[src/rtl/bsg_dmc_pkg.sv]
// Shared types for the DRAM controller clocking blocks.
//   bsg_dmc_clk_div_state_e : sequencer states of bsg_dmc_clk_div_gen.
//   safe_clog2              : ceil(log2(n)), never below 1, so that single-entry fields keep
//                             a one-bit width.
// The config struct (ch, ratio) depends on module parameters, so it is declared inside
// bsg_dmc_clk_div_gen itself.
package bsg_dmc_pkg;

  typedef enum logic [1:0] {
    StInit,
    StIdle,
    StApply,
    StHold
  } bsg_dmc_clk_div_state_e;

  function automatic int unsigned safe_clog2(input int unsigned n);
    return (n <= 1) ? 1 : $clog2(n);
  endfunction

endpackage

[src/rtl/bsg_dmc_clk_div_ch.sv]
// One divided-clock channel. The counter runs 0..ratio; on reaching ratio it wraps and the
// output clock toggles, giving a period of 2*(ratio+1) source cycles at 50% duty.
// Ports:
//   clk_i, reset_i : source clock, synchronous active-high reset
//   load_i         : load ratio_i, restart the counter and force the clock low
//   ratio_i        : ratio to load
//   clk_r_o        : registered divided clock
//   fall_o         : this cycle ends a high phase (clk_r_o falls at the next edge)
//   rise_o         : this cycle ends a low phase (clk_r_o rises at the next edge)
module bsg_dmc_clk_div_ch #(
  parameter int unsigned ratio_width_p = 4
) (
  input  logic                     clk_i,
  input  logic                     reset_i,
  input  logic                     load_i,
  input  logic [ratio_width_p-1:0] ratio_i,
  output logic                     clk_r_o,
  output logic                     fall_o,
  output logic                     rise_o
);

  logic [ratio_width_p-1:0] ratio_q, ratio_d;
  logic [ratio_width_p-1:0] cnt_q, cnt_d;
  logic                     clk_r_q, clk_r_d;
  logic                     wrap;

  assign wrap = (cnt_q == ratio_q);

  always_comb begin
    ratio_d = ratio_q;
    cnt_d   = wrap ? '0 : cnt_q + 1'b1;
    clk_r_d = wrap ? ~clk_r_q : clk_r_q;
    // Load is only issued in a falling-edge cycle, so forcing low here never cuts a phase.
    if (load_i) begin
      ratio_d = ratio_i;
      cnt_d   = '0;
      clk_r_d = 1'b0;
    end
  end

  always_ff @(posedge clk_i) begin
    if (reset_i) begin
      ratio_q <= '0;
      cnt_q   <= '0;
      clk_r_q <= 1'b0;
    end else begin
      ratio_q <= ratio_d;
      cnt_q   <= cnt_d;
      clk_r_q <= clk_r_d;
    end
  end

  assign clk_r_o = clk_r_q;
  assign fall_o  = wrap & clk_r_q;
  assign rise_o  = wrap & ~clk_r_q;

endmodule

[src/rtl/bsg_dmc_clk_div_gen.sv]
// Multi-channel programmable clock divider with per-channel reset sequencing.
// Each channel runs a registered divided clock of clk_i; ratios may be changed at runtime.
// A ratio change is applied only at the end of the channel's high phase and then holds that
// channel's reset for rst_hold_cycles_p rising edges of its divided clock.
// Ports:
//   clk_i, reset_i : source clock, synchronous active-high reset
//   cfg_v_i        : config request valid (accepted when cfg_ready_o is high)
//   cfg_ch_i       : target channel
//   cfg_ratio_i    : new ratio R (period 2*(R+1) clk_i cycles)
//   cfg_ready_o    : sequencer idle, request will be accepted
//   cfg_err_o      : one-cycle pulse after an accepted request named a nonexistent channel
//   clk_r_o        : divided clocks
//   ch_reset_o     : per-channel resets, synchronous to clk_i
// Build option: define BSG_DMC_CLK_DIV_PHASE_ALIGN_EN to also require a channel 0 falling-edge
// cycle before loading any channel other than 0.
module bsg_dmc_clk_div_gen
  import bsg_dmc_pkg::*;
#(
  parameter int unsigned num_ch_p          = 2,
  parameter int unsigned ratio_width_p     = 4,
  parameter int unsigned rst_hold_cycles_p = 8
) (
  input  logic                              clk_i,
  input  logic                              reset_i,
  input  logic                              cfg_v_i,
  input  logic [safe_clog2(num_ch_p)-1:0]   cfg_ch_i,
  input  logic [ratio_width_p-1:0]          cfg_ratio_i,
  output logic                              cfg_ready_o,
  output logic                              cfg_err_o,
  output logic [num_ch_p-1:0]               clk_r_o,
  output logic [num_ch_p-1:0]               ch_reset_o
);

  localparam int unsigned ch_width_lp   = safe_clog2(num_ch_p);
  localparam int unsigned hold_width_lp = safe_clog2(rst_hold_cycles_p + 1);
  localparam logic [hold_width_lp-1:0] hold_last_lp = hold_width_lp'(rst_hold_cycles_p - 1);

  typedef struct packed {
    logic [ch_width_lp-1:0]   ch;
    logic [ratio_width_p-1:0] ratio;
  } bsg_dmc_clk_div_cfg_s;

  bsg_dmc_clk_div_state_e     state_q, state_d;
  bsg_dmc_clk_div_cfg_s       cfg_q, cfg_d;
  logic [hold_width_lp-1:0]   hold_cnt_q, hold_cnt_d;
  logic [num_ch_p-1:0]        ch_reset_q, ch_reset_d;
  logic                       cfg_err_q, cfg_err_d;

  logic [num_ch_p-1:0] fall, rise, load;
  logic                sel_fall, sel_rise, apply_ok, hold_done;

  for (genvar i = 0; i < num_ch_p; i++) begin : g_ch
    bsg_dmc_clk_div_ch #(
      .ratio_width_p(ratio_width_p)
    ) u_ch (
      .clk_i  (clk_i),
      .reset_i(reset_i),
      .load_i (load[i]),
      .ratio_i(cfg_q.ratio),
      .clk_r_o(clk_r_o[i]),
      .fall_o (fall[i]),
      .rise_o (rise[i])
    );
  end

  // Select the latched target channel's edge strobes without indexing past num_ch_p.
  always_comb begin
    sel_fall = 1'b0;
    sel_rise = 1'b0;
    for (int i = 0; i < num_ch_p; i++) begin
      if (cfg_q.ch == ch_width_lp'(i)) begin
        sel_fall = fall[i];
        sel_rise = rise[i];
      end
    end
  end

`ifdef BSG_DMC_CLK_DIV_PHASE_ALIGN_EN
  assign apply_ok = sel_fall & ((cfg_q.ch == '0) | fall[0]);
`else
  assign apply_ok = sel_fall;
`endif

  assign hold_done = (hold_cnt_q == hold_last_lp);

  always_comb begin
    state_d    = state_q;
    cfg_d      = cfg_q;
    hold_cnt_d = hold_cnt_q;
    ch_reset_d = ch_reset_q;
    cfg_err_d  = 1'b0;
    load       = '0;
    unique case (state_q)
      StInit: begin
        if (rise[0]) begin
          if (hold_done) begin
            hold_cnt_d = '0;
            ch_reset_d = '0;
            state_d    = StIdle;
          end else begin
            hold_cnt_d = hold_cnt_q + 1'b1;
          end
        end
      end
      StIdle: begin
        if (cfg_v_i) begin
          if (32'(cfg_ch_i) >= num_ch_p) begin
            cfg_err_d = 1'b1;
          end else begin
            cfg_d.ch    = cfg_ch_i;
            cfg_d.ratio = cfg_ratio_i;
            state_d     = StApply;
          end
        end
      end
      StApply: begin
        if (apply_ok) begin
          for (int i = 0; i < num_ch_p; i++) begin
            if (cfg_q.ch == ch_width_lp'(i)) begin
              load[i]       = 1'b1;
              ch_reset_d[i] = 1'b1;
            end
          end
          hold_cnt_d = '0;
          state_d    = StHold;
        end
      end
      StHold: begin
        if (sel_rise) begin
          if (hold_done) begin
            for (int i = 0; i < num_ch_p; i++) begin
              if (cfg_q.ch == ch_width_lp'(i)) ch_reset_d[i] = 1'b0;
            end
            hold_cnt_d = '0;
            state_d    = StIdle;
          end else begin
            hold_cnt_d = hold_cnt_q + 1'b1;
          end
        end
      end
      default: state_d = StInit;
    endcase
  end

  always_ff @(posedge clk_i) begin
    if (reset_i) begin
      state_q    <= StInit;
      cfg_q      <= '0;
      hold_cnt_q <= '0;
      ch_reset_q <= '1;
      cfg_err_q  <= 1'b0;
    end else begin
      state_q    <= state_d;
      cfg_q      <= cfg_d;
      hold_cnt_q <= hold_cnt_d;
      ch_reset_q <= ch_reset_d;
      cfg_err_q  <= cfg_err_d;
    end
  end

  assign cfg_ready_o = (state_q == StIdle);
  assign cfg_err_o   = cfg_err_q;
  assign ch_reset_o  = ch_reset_q;

endmodule
[config.mk]
export PLATFORM = sky130hd
export DESIGN_NAME = bsg_dmc_clk_div_gen
export DESIGN_NICKNAME = d
export VERILOG_FILES = /design/src/rtl/bsg_dmc_pkg.sv /design/src/rtl/bsg_dmc_clk_div_ch.sv /design/src/rtl/bsg_dmc_clk_div_gen.sv
export SDC_FILE = /design/constraint.sdc
export NUM_CORES = 1
export LEC_CHECK = 0
export ABC_AREA = 1
export CORE_MARGIN = 1
export CORE_UTILIZATION = 59
export CTS_BUF_LIST = sky130_fd_sc_hd__clkbuf_8
export CTS_CLUSTER_DIAMETER = 150
export DETAILED_ROUTE_END_ITERATION = 12
export GPL_ROUTABILITY_DRIVEN = 0
export PLACE_DENSITY = 0.84
export SLEW_MARGIN = 20
export SYNTH_ARGS = -nofsm -noshare
export SYNTH_HDL_FRONTEND = slang
export SYNTH_HIERARCHICAL = 1
export SYNTH_SLANG_ARGS = --single-unit
[constraint.sdc]
create_clock -name clk_i -period 2.1 [get_ports clk_i]
set_clock_uncertainty 0.05 [all_clocks]
set_input_delay 0.63 -clock clk_i [delete_from_list [all_inputs] [get_ports clk_i]]
set_output_delay 0.63 -clock clk_i [all_outputs]
set_load 0.05 [all_outputs]
* Yosys cells after proc, flatten, opt, wreduce, memory -nomap -nowiden
Cells that the tools add are included.
** Cells by class
- Add/sub/neg operators :: 3
- Eq/ne operators :: 16
- Muxes and demuxes :: 27
- Bitwise gates (word level) :: 6
- Reduce and logical (&&, ||, !) cells :: 11
** Operators with widths (count)
- two-way mux 2 bit :: 12
- != test 2 bit, second input constant :: 9
- two-way mux 4 bit :: 4
- AND reduction 8 bit :: 2
- adder 4 x 1 -> 4 bit, second input constant :: 3
- case mux 4 bit (3 select lines) :: 1
- equality test 4 bit :: 2
- two-way mux 1 bit :: 8
- case mux 2 bit (4 select lines) :: 1
- AND reduction 4 bit :: 2
- case mux 2 bit (3 select lines) :: 1
- OR reduction 3 bit :: 2
- AND 1 bit :: 4
- equality test 2 bit, second input constant :: 2
- equality test 4 x 3 -> 1 bit, second input constant :: 1
- OR reduction 2 bit :: 2
- nonzero test 3 bit :: 1
- equality test 2 x 1 -> 1 bit, second input constant :: 1
- logical NOT 2 bit :: 1
- != test 2 x 1 -> 1 bit, second input constant :: 1
- NOT 1 bit :: 2
- AND reduction 2 bit :: 1
** Word-level totals
- Bits in registers :: 31
- Input bits :: 8
- Output and inout bits :: 6
- Logic and storage cells :: 75

* Longest topological paths before layout
Gate-level depths: netlist of run 1.
- Word-level depth :: 6
- Gate-level depth with buffers :: 14
- Depth with buffers taken out :: 13

* By module
The synthesis of run 1 kept the hierarchy.
** Modules (own cells, without submodules)
- bsg_dmc_clk_div_ch :: times used 2, cells each 58, area each 421.7 µm², seq. area each 180.2 µm²
- bsg_dmc_clk_div_gen :: times used 1, cells each 115, area each 778.2 µm², seq. area each 260.2 µm²

* Worst setup path after synthesis of run 1
OpenSTA, ideal clock, no wires.
- Kind :: register to register
- Start point :: register state_q[1]
- End point :: register state_q[0]
- Data arrival time :: 1556 ps
- Required time :: 1937 ps
- Path slack :: 381 ps
- Cell stages (with the launch flop) :: 9
- Path buffers :: 0
- Cells stage by stage :: dfxtp_1 inv_1 ha_1 inv_1 or2_2 nand3_1 nor2_1 nor2_1 nor2_1
** On the way
- Longest elaborated chain between the ends :: 3
** Ends and longest elaborated chain
- start: declaration :: RTL line bsg_dmc_clk_div_gen.sv:43 : bsg_dmc_clk_div_state_e state_q, state_d;
- start signal: assignment :: RTL line bsg_dmc_clk_div_gen.sv:147 : state_q <= StInit;
- start signal: assignment :: RTL line bsg_dmc_clk_div_gen.sv:153 : state_q <= state_d;
- equality test 2 x 1 -> 1 bit *
- via cfg_ready_o :: RTL line bsg_dmc_clk_div_gen.sv:28 : output logic cfg_ready_o,
- != test 2 bit (no source line)
- AND reduction 4 bit (no source line)
The timed path passes the listed nets; every way through them passes the cells marked *.
A chain may end at the register's enable or synchronous reset.

* Final worst setup path of run 1
- Start point :: register state_q[1]
- End point :: output port cfg_ready_o
** On the way
- Longest elaborated chain between the ends :: 1
** Ends and longest elaborated chain
- equality test 2 x 1 -> 1 bit :: RTL line bsg_dmc_clk_div_gen.sv:161 : assign cfg_ready_o = (state_q == StIdle);
- end: declaration :: RTL line bsg_dmc_clk_div_gen.sv:28
No other way between the ends.

==> impl_metrics.json, run 1 <==
{
  "num_io_pins": 14,
  "crit_type": "flop to primary output",
  "grt_pass1_vias": 1100,
  "vdd_ir_drop_max_mv": 1.73,
  "vias": 1332,
  "timing.final.crit_share_pct": 89.5,
  "grt_setup_unrepaired": "no",
  "cts_sinks": 31,
  "cp_cell_sequence": "inv_1, ha_1, buf_12",
  "htreeDepth": 2,
  "syn_area_per_cell_um2": 7.02,
  "timing.critical_path.fanout_max": 5,
  "grt-ovfl-total": 0,
  "dpl.cell_count": 271,
  "dp_slack_ns": 0.217,
  "cp.arrival_ns": 1.20,
  "stdcell_count": 279,
  "fmax_ghz": 0.532,
  "die_x_um": 54.4,
  "nets": 264,
  "worstHoldStart": "g_ch[1].u_ch/ratio_q[3]",
  "max_stage_delay_ns": 0.40,
  "cp_slowest_cell": "dfxtp_1",
  "hold_violations": 0,
  "drt_wl_total_um": 2880,
  "maxCapViolCount": 0,
  "post_cts_buffers": 0,
  "tns_ns": 0,
  "ant_nets": 0,
  "seq_area_frac_synth_pct": 38.3,
  "core_mm2": 0.00254,
  "cts_tree": "yes",
  "synth_top_flop_cell": "dfxtp_1",
  "start_kind": "flop",
  "io_buffers": 12,
  "ys_types": 24,
  "wl_per_cell_um": 10.3,
  "final_cell_area_mm2": 0.00189,
  "drtIter0Drc": 30,
  "numCtsBuffers": 5,
  "yosys_warnings": 6,
  "final_max_slew_viol_count": 0,
  "route.detailed.drc": 0,
  "drt_first_pass_iters": 4,
  "place_area_mm2": 0.00176,
  "holdWs_ns": 0.432,
  "antenna_found_initial": 0,
  "hpwl_um": 2090,
  "clk_pin_slew_ns": 0.07,
  "initial_core_util_pct": 63.7,
  "cp-end-kind": "primary output",
  "core.rowCount": 18,
  "syn2layout_area_growth_pct": 16.3,
  "status": "finished clean",
  "crit_required_ns": 1.42,
  "synth_edf_count": 0,
  "p_per_area_mw_per_mm2": 1440,
  "syn_inst": 231,
  "hold_class": "flop to flop",
  "crit_start": "state_q[1]",
  "grt_usage_pct": 23.0,
  "synthArstFlopShare_pct": 0,
  "period_minus_slack_ns": 1.88,
  "grt_pass1_wl_um": 4710,
  "synth_seq_cells": 31,
  "drive_above_1_share_pct": 16.5,
  "antenna_cells": 0,
  "synthTopCellsByCount": "nand2_1 (46), nor2_1 (43), dfxtp_1 (31), inv_1 (31), nand2_2 (12)",
  "cellLeakagePower_uw": 0.000846,
  "die_area_mm2": 0.00296,
  "viasPerCell": 4.77,
  "reg2reg_from": "g_ch[1].u_ch/cnt_q[1]",
  "timing.final.ws_setup_ns": 0.221,
  "die_h_um": 54.4,
  "synth_nets": 247,
  "setup_viol": 0,
  "ys_top_cells_by_area": "dfxtp_1 (38%), nand2_1 (11%), nor2_1 (10%)",
  "clock_latency_ns": 0.29,
  "yosys.area.top_type": "dfxtp_1",
  "clockBufferDepth": 2,
  "netlist_area_mm2": 0.00162,
  "root_buffer": "clkbuf_8",
  "yosysMostFrequentCell": "nand2_1",
  "synth_top_area_share_pct": 38.3,
  "grt_start_max_net_pins": 13
}
-- placed cells by master, fill, tap and decap left out --
| cell type | n |
|---|---|
| nor2_2 | 2 |
| buf_4 | 5 |
| nor2_4 | 3 |
| nand2_1 | 46 |
| o21ai_0 | 6 |
| nor3_1 | 2 |
| buf_12 | 1 |
| a21oi_1 | 8 |
| clkdlybuf4s50_1 | 7 |
| xor2_1 | 3 |
| clkinv_2 | 1 |
| conb_1 | 1 |
| dfxtp_1 | 31 |
| inv_1 | 31 |
| xnor2_1 | 2 |
| a211oi_1 | 8 |
| nand3_1 | 11 |
| nor2_1 | 43 |
| ha_1 | 8 |
| nand3_2 | 2 |
| or2_2 | 2 |
| a21oi_2 | 1 |
| nand2_2 | 12 |
| bufinv_16 | 1 |
| o21bai_1 | 1 |
| inv_2 | 5 |
| clkbuf_8 | 6 |
-- path summary, 6_finish.rpt --
path,endpoint,slack (ns),cells past startpoint
min,g_ch[1].u_ch/ratio_q[3],0.43,2
min reg2reg,g_ch[1].u_ch/ratio_q[3],0.43,2
max,cfg_ready_o,0.22,3
max reg2reg,ch_reset_o[0],0.28,13
-- flip-flops by register name (all words and copies together), names as in the netlist --
signal,flops
g_ch.u_ch/ratio_q,8
cfg_q,5
g_ch.u_ch/clk_r_o,2
state_q,2
ch_reset_o,2
hold_cnt_q,4
g_ch.u_ch/cnt_q,8
-- cells by family after synthesis --
logic type / share of synthesized area, %
AO/OA/AOI/OAI: 9.03
flip-flops: 38.3
adder cells (fa/ha/maj): 6.17
buffers and inverters: 9.80
AND/OR/NAND/NOR: 33.8
other: 0.231
XOR/XNOR: 2.70
-- metal layers --
metal  wire length [µm]  up-vias  track usage [%]
met3                 82        8             8.33
met2               1300       17             35.4
met5                  0        -                0
met1               1420      565             28.7
met4                 74        0             10.3
li1                   -      742                -
-- layout make-up --
class | count | area [µm²]
Inverter | 36 | 135
Multi-Input combinational cell | 161 | 847
Tap cell | 30 | 37.5
Sequential cell | 31 | 621
Clock buffer | 6 | 82.6
Clock inverter | 2 | 35.0
Timing Repair Buffer | 13 | 128
Fill cell | 218 | 659
-- worst max-delay path, delay by kind of cell (launching register included) --
family | cells | cell delay, ns
buf+inv | 2 | 0.26
flops | 1 | 0.40
fa+ha+maj | 1 | 0.26
-- stage by stage --
| stage | total power [µW] | utilization, % |
|---|---|---|
| after floorplan | 1870 | - |
| after global placement | 2040 | 69.3 |
| after detailed placement | 2060 | 69.3 |
| after CTS | 2690 | 73.9 |
| after global routing | 2910 | 74.1 |
| final | 2710 | 74.1 |
-- power breakdown --
part           switching, µW  internal (µW)
Combinational            818            470
Clock                    227            384
Sequential               100            709
Total                   1150           1560
-- what timing repair did --
action                                  4_1_cts  5_1_grt
endpoints found under the hold margin         0        0
endpoints found under the setup margin        0        2
gates resized for setup                       0        1
hold buffers                                  0        0
No activity file was read; power rests on OpenSTA's default activity.
==> inputs of run 2 (changes only) <==
- SYNTH_HIERARCHICAL: 1 -> not set
==> run 2 against run 1 <==
  * Die area fell by 2.9%
  * Sequential cell count unchanged
  * Sequential power decreased by 23%
  * Critical endpoint is now ch_reset_o[0]
  * Largest cell class unchanged
==> impl_metrics.json, run 2 <==
{
  "status": "finished clean",
  "tightest_slew_ns": 0.509,
  "htreeDepth": 2,
  "die_x_um": 53.6,
  "synth_top_area_share_pct": 39.5,
  "drtIter0Drc": 30,
  "vias": 1358,
  "syn2layout_area_growth_pct": 12.2,
  "ff2ff_setup_slack_ns": 0.26,
  "timing.critical_path.fanout_max": 15,
  "max_stage_delay_ns": 0.40,
  "p_per_area_mw_per_mm2": 672,
  "hpwl_um": 1990,
  "period_minus_slack_ns": 1.84,
  "maxCapViolCount": 0,
  "clock_latency_ns": 0.28,
  "yosys.area_share.simple_pct": 30.2,
  "viasPerCell": 5.09,
  "layout_common_cells": "nand2_1 (50), dfxtp_1 (31), inv_1 (30), nor2_1 (27), a21oi_1 (20)",
  "largest_registers": "g_ch.u_ch.cnt_q: 8 flops, g_ch.u_ch.ratio_q: 8 flops, cfg_q: 5 flops",
  "crit_required_ns": 2.20,
  "post_cts_buffers": 0,
  "grt-ovfl-total": 0,
  "drt_wl_total_um": 2780,
  "crit_type": "flop to flop",
  "nets": 254,
  "final_common_cell": "nand2_1",
  "cts_tree": "yes",
  "antenna_found_initial": 0,
  "drive_above_1_share_pct": 8.86,
  "relSlewSlack_pct": 66.0,
  "io_buffers": 12,
  "fmax_ghz": 0.542,
  "reg2reg_from": "state_q[0]",
  "numCtsBuffers": 5,
  "initial_core_util_pct": 62.9,
  "synth_nets": 241,
  "core_mm2": 0.00250,
  "grt_pass1_vias": 1165,
  "ys_top_cells_by_area": "dfxtp_1 (39%), nand2_1 (12%), inv_1 (6.9%)",
  "dp_slack_ns": 0.200,
  "wl_per_cell_um": 10.4,
  "antenna_cells": 0,
  "drt_first_pass_iters": 4,
  "synth_edf_count": 0,
  "yosys_warnings": 0,
  "ys_types": 23,
  "synth_compound_area_share_pct": 11.1,
  "timing.final.ws_setup_ns": 0.256,
  "synth_top_family_by_area": "simple AND/OR/NAND/NOR gates",
  "num_io_pins": 14,
  "grt_pass1_wl_um": 4680,
  "synth_top_flop_cell": "dfxtp_1",
  "worstReg2RegEnd": "ch_reset_o[0]",
  "synthArstFlopShare_pct": 0,
  "route.detailed.drc": 0,
  "holdWs_ns": 0.416,
  "cp-end-kind": "flop",
  "fillCellCount": 221,
  "hold_violations": 0,
  "yosys.area.top_type": "dfxtp_1",
  "start_kind": "flop",
  "seq_area_frac_synth_pct": 39.5,
  "yosys.area_share.adder_pct": 6.36,
  "cellLeakagePower_uw": 0.000772,
  "stdcell_count": 267,
  "ant_nets": 0,
  "die_h_um": 53.6,
  "reg2reg_depth": 10,
  "vdd_ir_drop_max_mv": 0.593,
  "synthMuxAreaShare_pct": 0,
  "cp_cell_sequence": "inv_1, ha_1, inv_1, nor2_1, nand2_1, nand2_2, nor2_4, nand3_1, nand2_1, nand3_1",
  "syn_area_per_cell_um2": 6.99,
  "hold_class": "flop to flop",
  "root_buffer": "clkbuf_8",
  "syn_inst": 225,
  "grt_setup_unrepaired": "no",
  "grt_start_max_net_pins": 21,
  "post_cts_resized": 0,
  "grt_usage_pct": 23.2,
  "synth_seq_cells": 31,
  "min_path_cells": 2,
  "worstHoldStart": "ch_reset_o[1]",
  "core.rowCount": 18,
  "clockBufferDepth": 2,
  "netlist_area_mm2": 0.00157,
  "clk_pin_slew_ns": 0.06,
  "timing.final.crit_share_pct": 87.8,
  "synthTopCellsByCount": "nand2_1 (50), dfxtp_1 (31), inv_1 (29)",
  "holdPathEnd": "ch_reset_o[1]",
  "hold_buffers": 0,
  "yosysMostFrequentCell": "nand2_1",
  "yosys.area_share.xor_xnor_pct": 2.23,
  "final_max_slew_viol_count": 0,
  "cp_slowest_cell": "dfxtp_1",
  "setup_viol": 0,
  "dpl.cell_count": 261,
  "cp.arrival_ns": 1.95,
  "tns_ns": 0,
  "die_area_mm2": 0.00288,
  "cts_sinks": 31
}
==> run 2: cell types whose count changed after synthesis, moves of 4 or more <==
| cell | change |
|---|---|
| nand3_1 | +4 |
| nor2_1 | -16 |
| nand2_2 | -9 |
| o21ai_0 | +9 |
| a211oi_1 | -8 |
| a21oi_1 | +12 |
| nand2_1 | +4 |
| nand4_1 | +4 |
==> run 2: logic make-up after synthesis <==
| logic type | count (synthesis) |
|---|---|
| AO/OA/AOI/OAI | 35 |
| XOR/XNOR | 4 |
| adder cells (fa/ha/maj) | 8 |
| buffers and inverters | 38 |
| flip-flops | 31 |
| other | 1 |
| AND/OR/NAND/NOR | 108 |
==> run 2: worst max-delay path by stage <==
stage	from	endpoint	slack (ns)	depth (start not counted)
final	state_q[0]	ch_reset_o[0]	0.26	10
after global routing	state_q[0]	ch_reset_o[1]	0.04	10
after CTS	state_q[1]	cfg_ready_o	0.25	3
after detailed placement	reset_i	g_ch[1].u_ch.ratio_q[1]	0.20	4
after global placement	reset_i	g_ch[1].u_ch.cnt_q[0]	0.23	4
after floorplan	state_q[0]	ch_reset_o[0]	0.49	11
==> run 2: power by group <==
group | switching [µW] | leakage, µW | internal, µW
combinational | 87.3 | 0.000480 | 57.3
sequential | 18.3 | 0.000251 | 607
clock | 200 | 0.0000413 | 215
==> run 2: layer usage <==
layer / GRT usage, % / part of all wire [%]
met1: 27.1 / 48
met2: 37.7 / 46
met3: 5.93 / 2.8
met4: 14.5 / 2.8
met5: 0 / 0
==> run 2: metrics by stage <==
stage	util, %	area, µm²	power [µW]
global placement	67.7	1690	777
CTS	70.6	1760	1190
global route	70.6	1760	1240
detailed placement	67.7	1690	780
finish	70.6	1760	1190
floorplan	-	1570	744
==> run 2: final cells by class <==
type | count | area, µm² | share of cell area, %
clock buffer | 5 | 68.8 | 3.90
clock inverter | 1 | 3.75 | 0.213
inverter | 31 | 116 | 6.60
multi-input combinational | 156 | 790 | 44.8
sequential | 31 | 621 | 35.2
tap | 30 | 37.5 | 2.13
timing repair buffer | 13 | 128 | 7.23
==> run 2: critical path: cells and delay by family, from the launching register on <==
| family | cells | cell delay, ns |
|---|---|---|
| adders and majority gates | 1 | 0.28 |
| DFF | 1 | 0.40 |
| and+or+nand+nor | 7 | 0.75 |
| buffers and inverters | 2 | 0.23 |
==> inputs of run 3 (changes only) <==
- CTS_CLUSTER_SIZE: not set -> 20
==> results of run 3 <==
Final layout, timing and power as in run 2 (identical DEF).
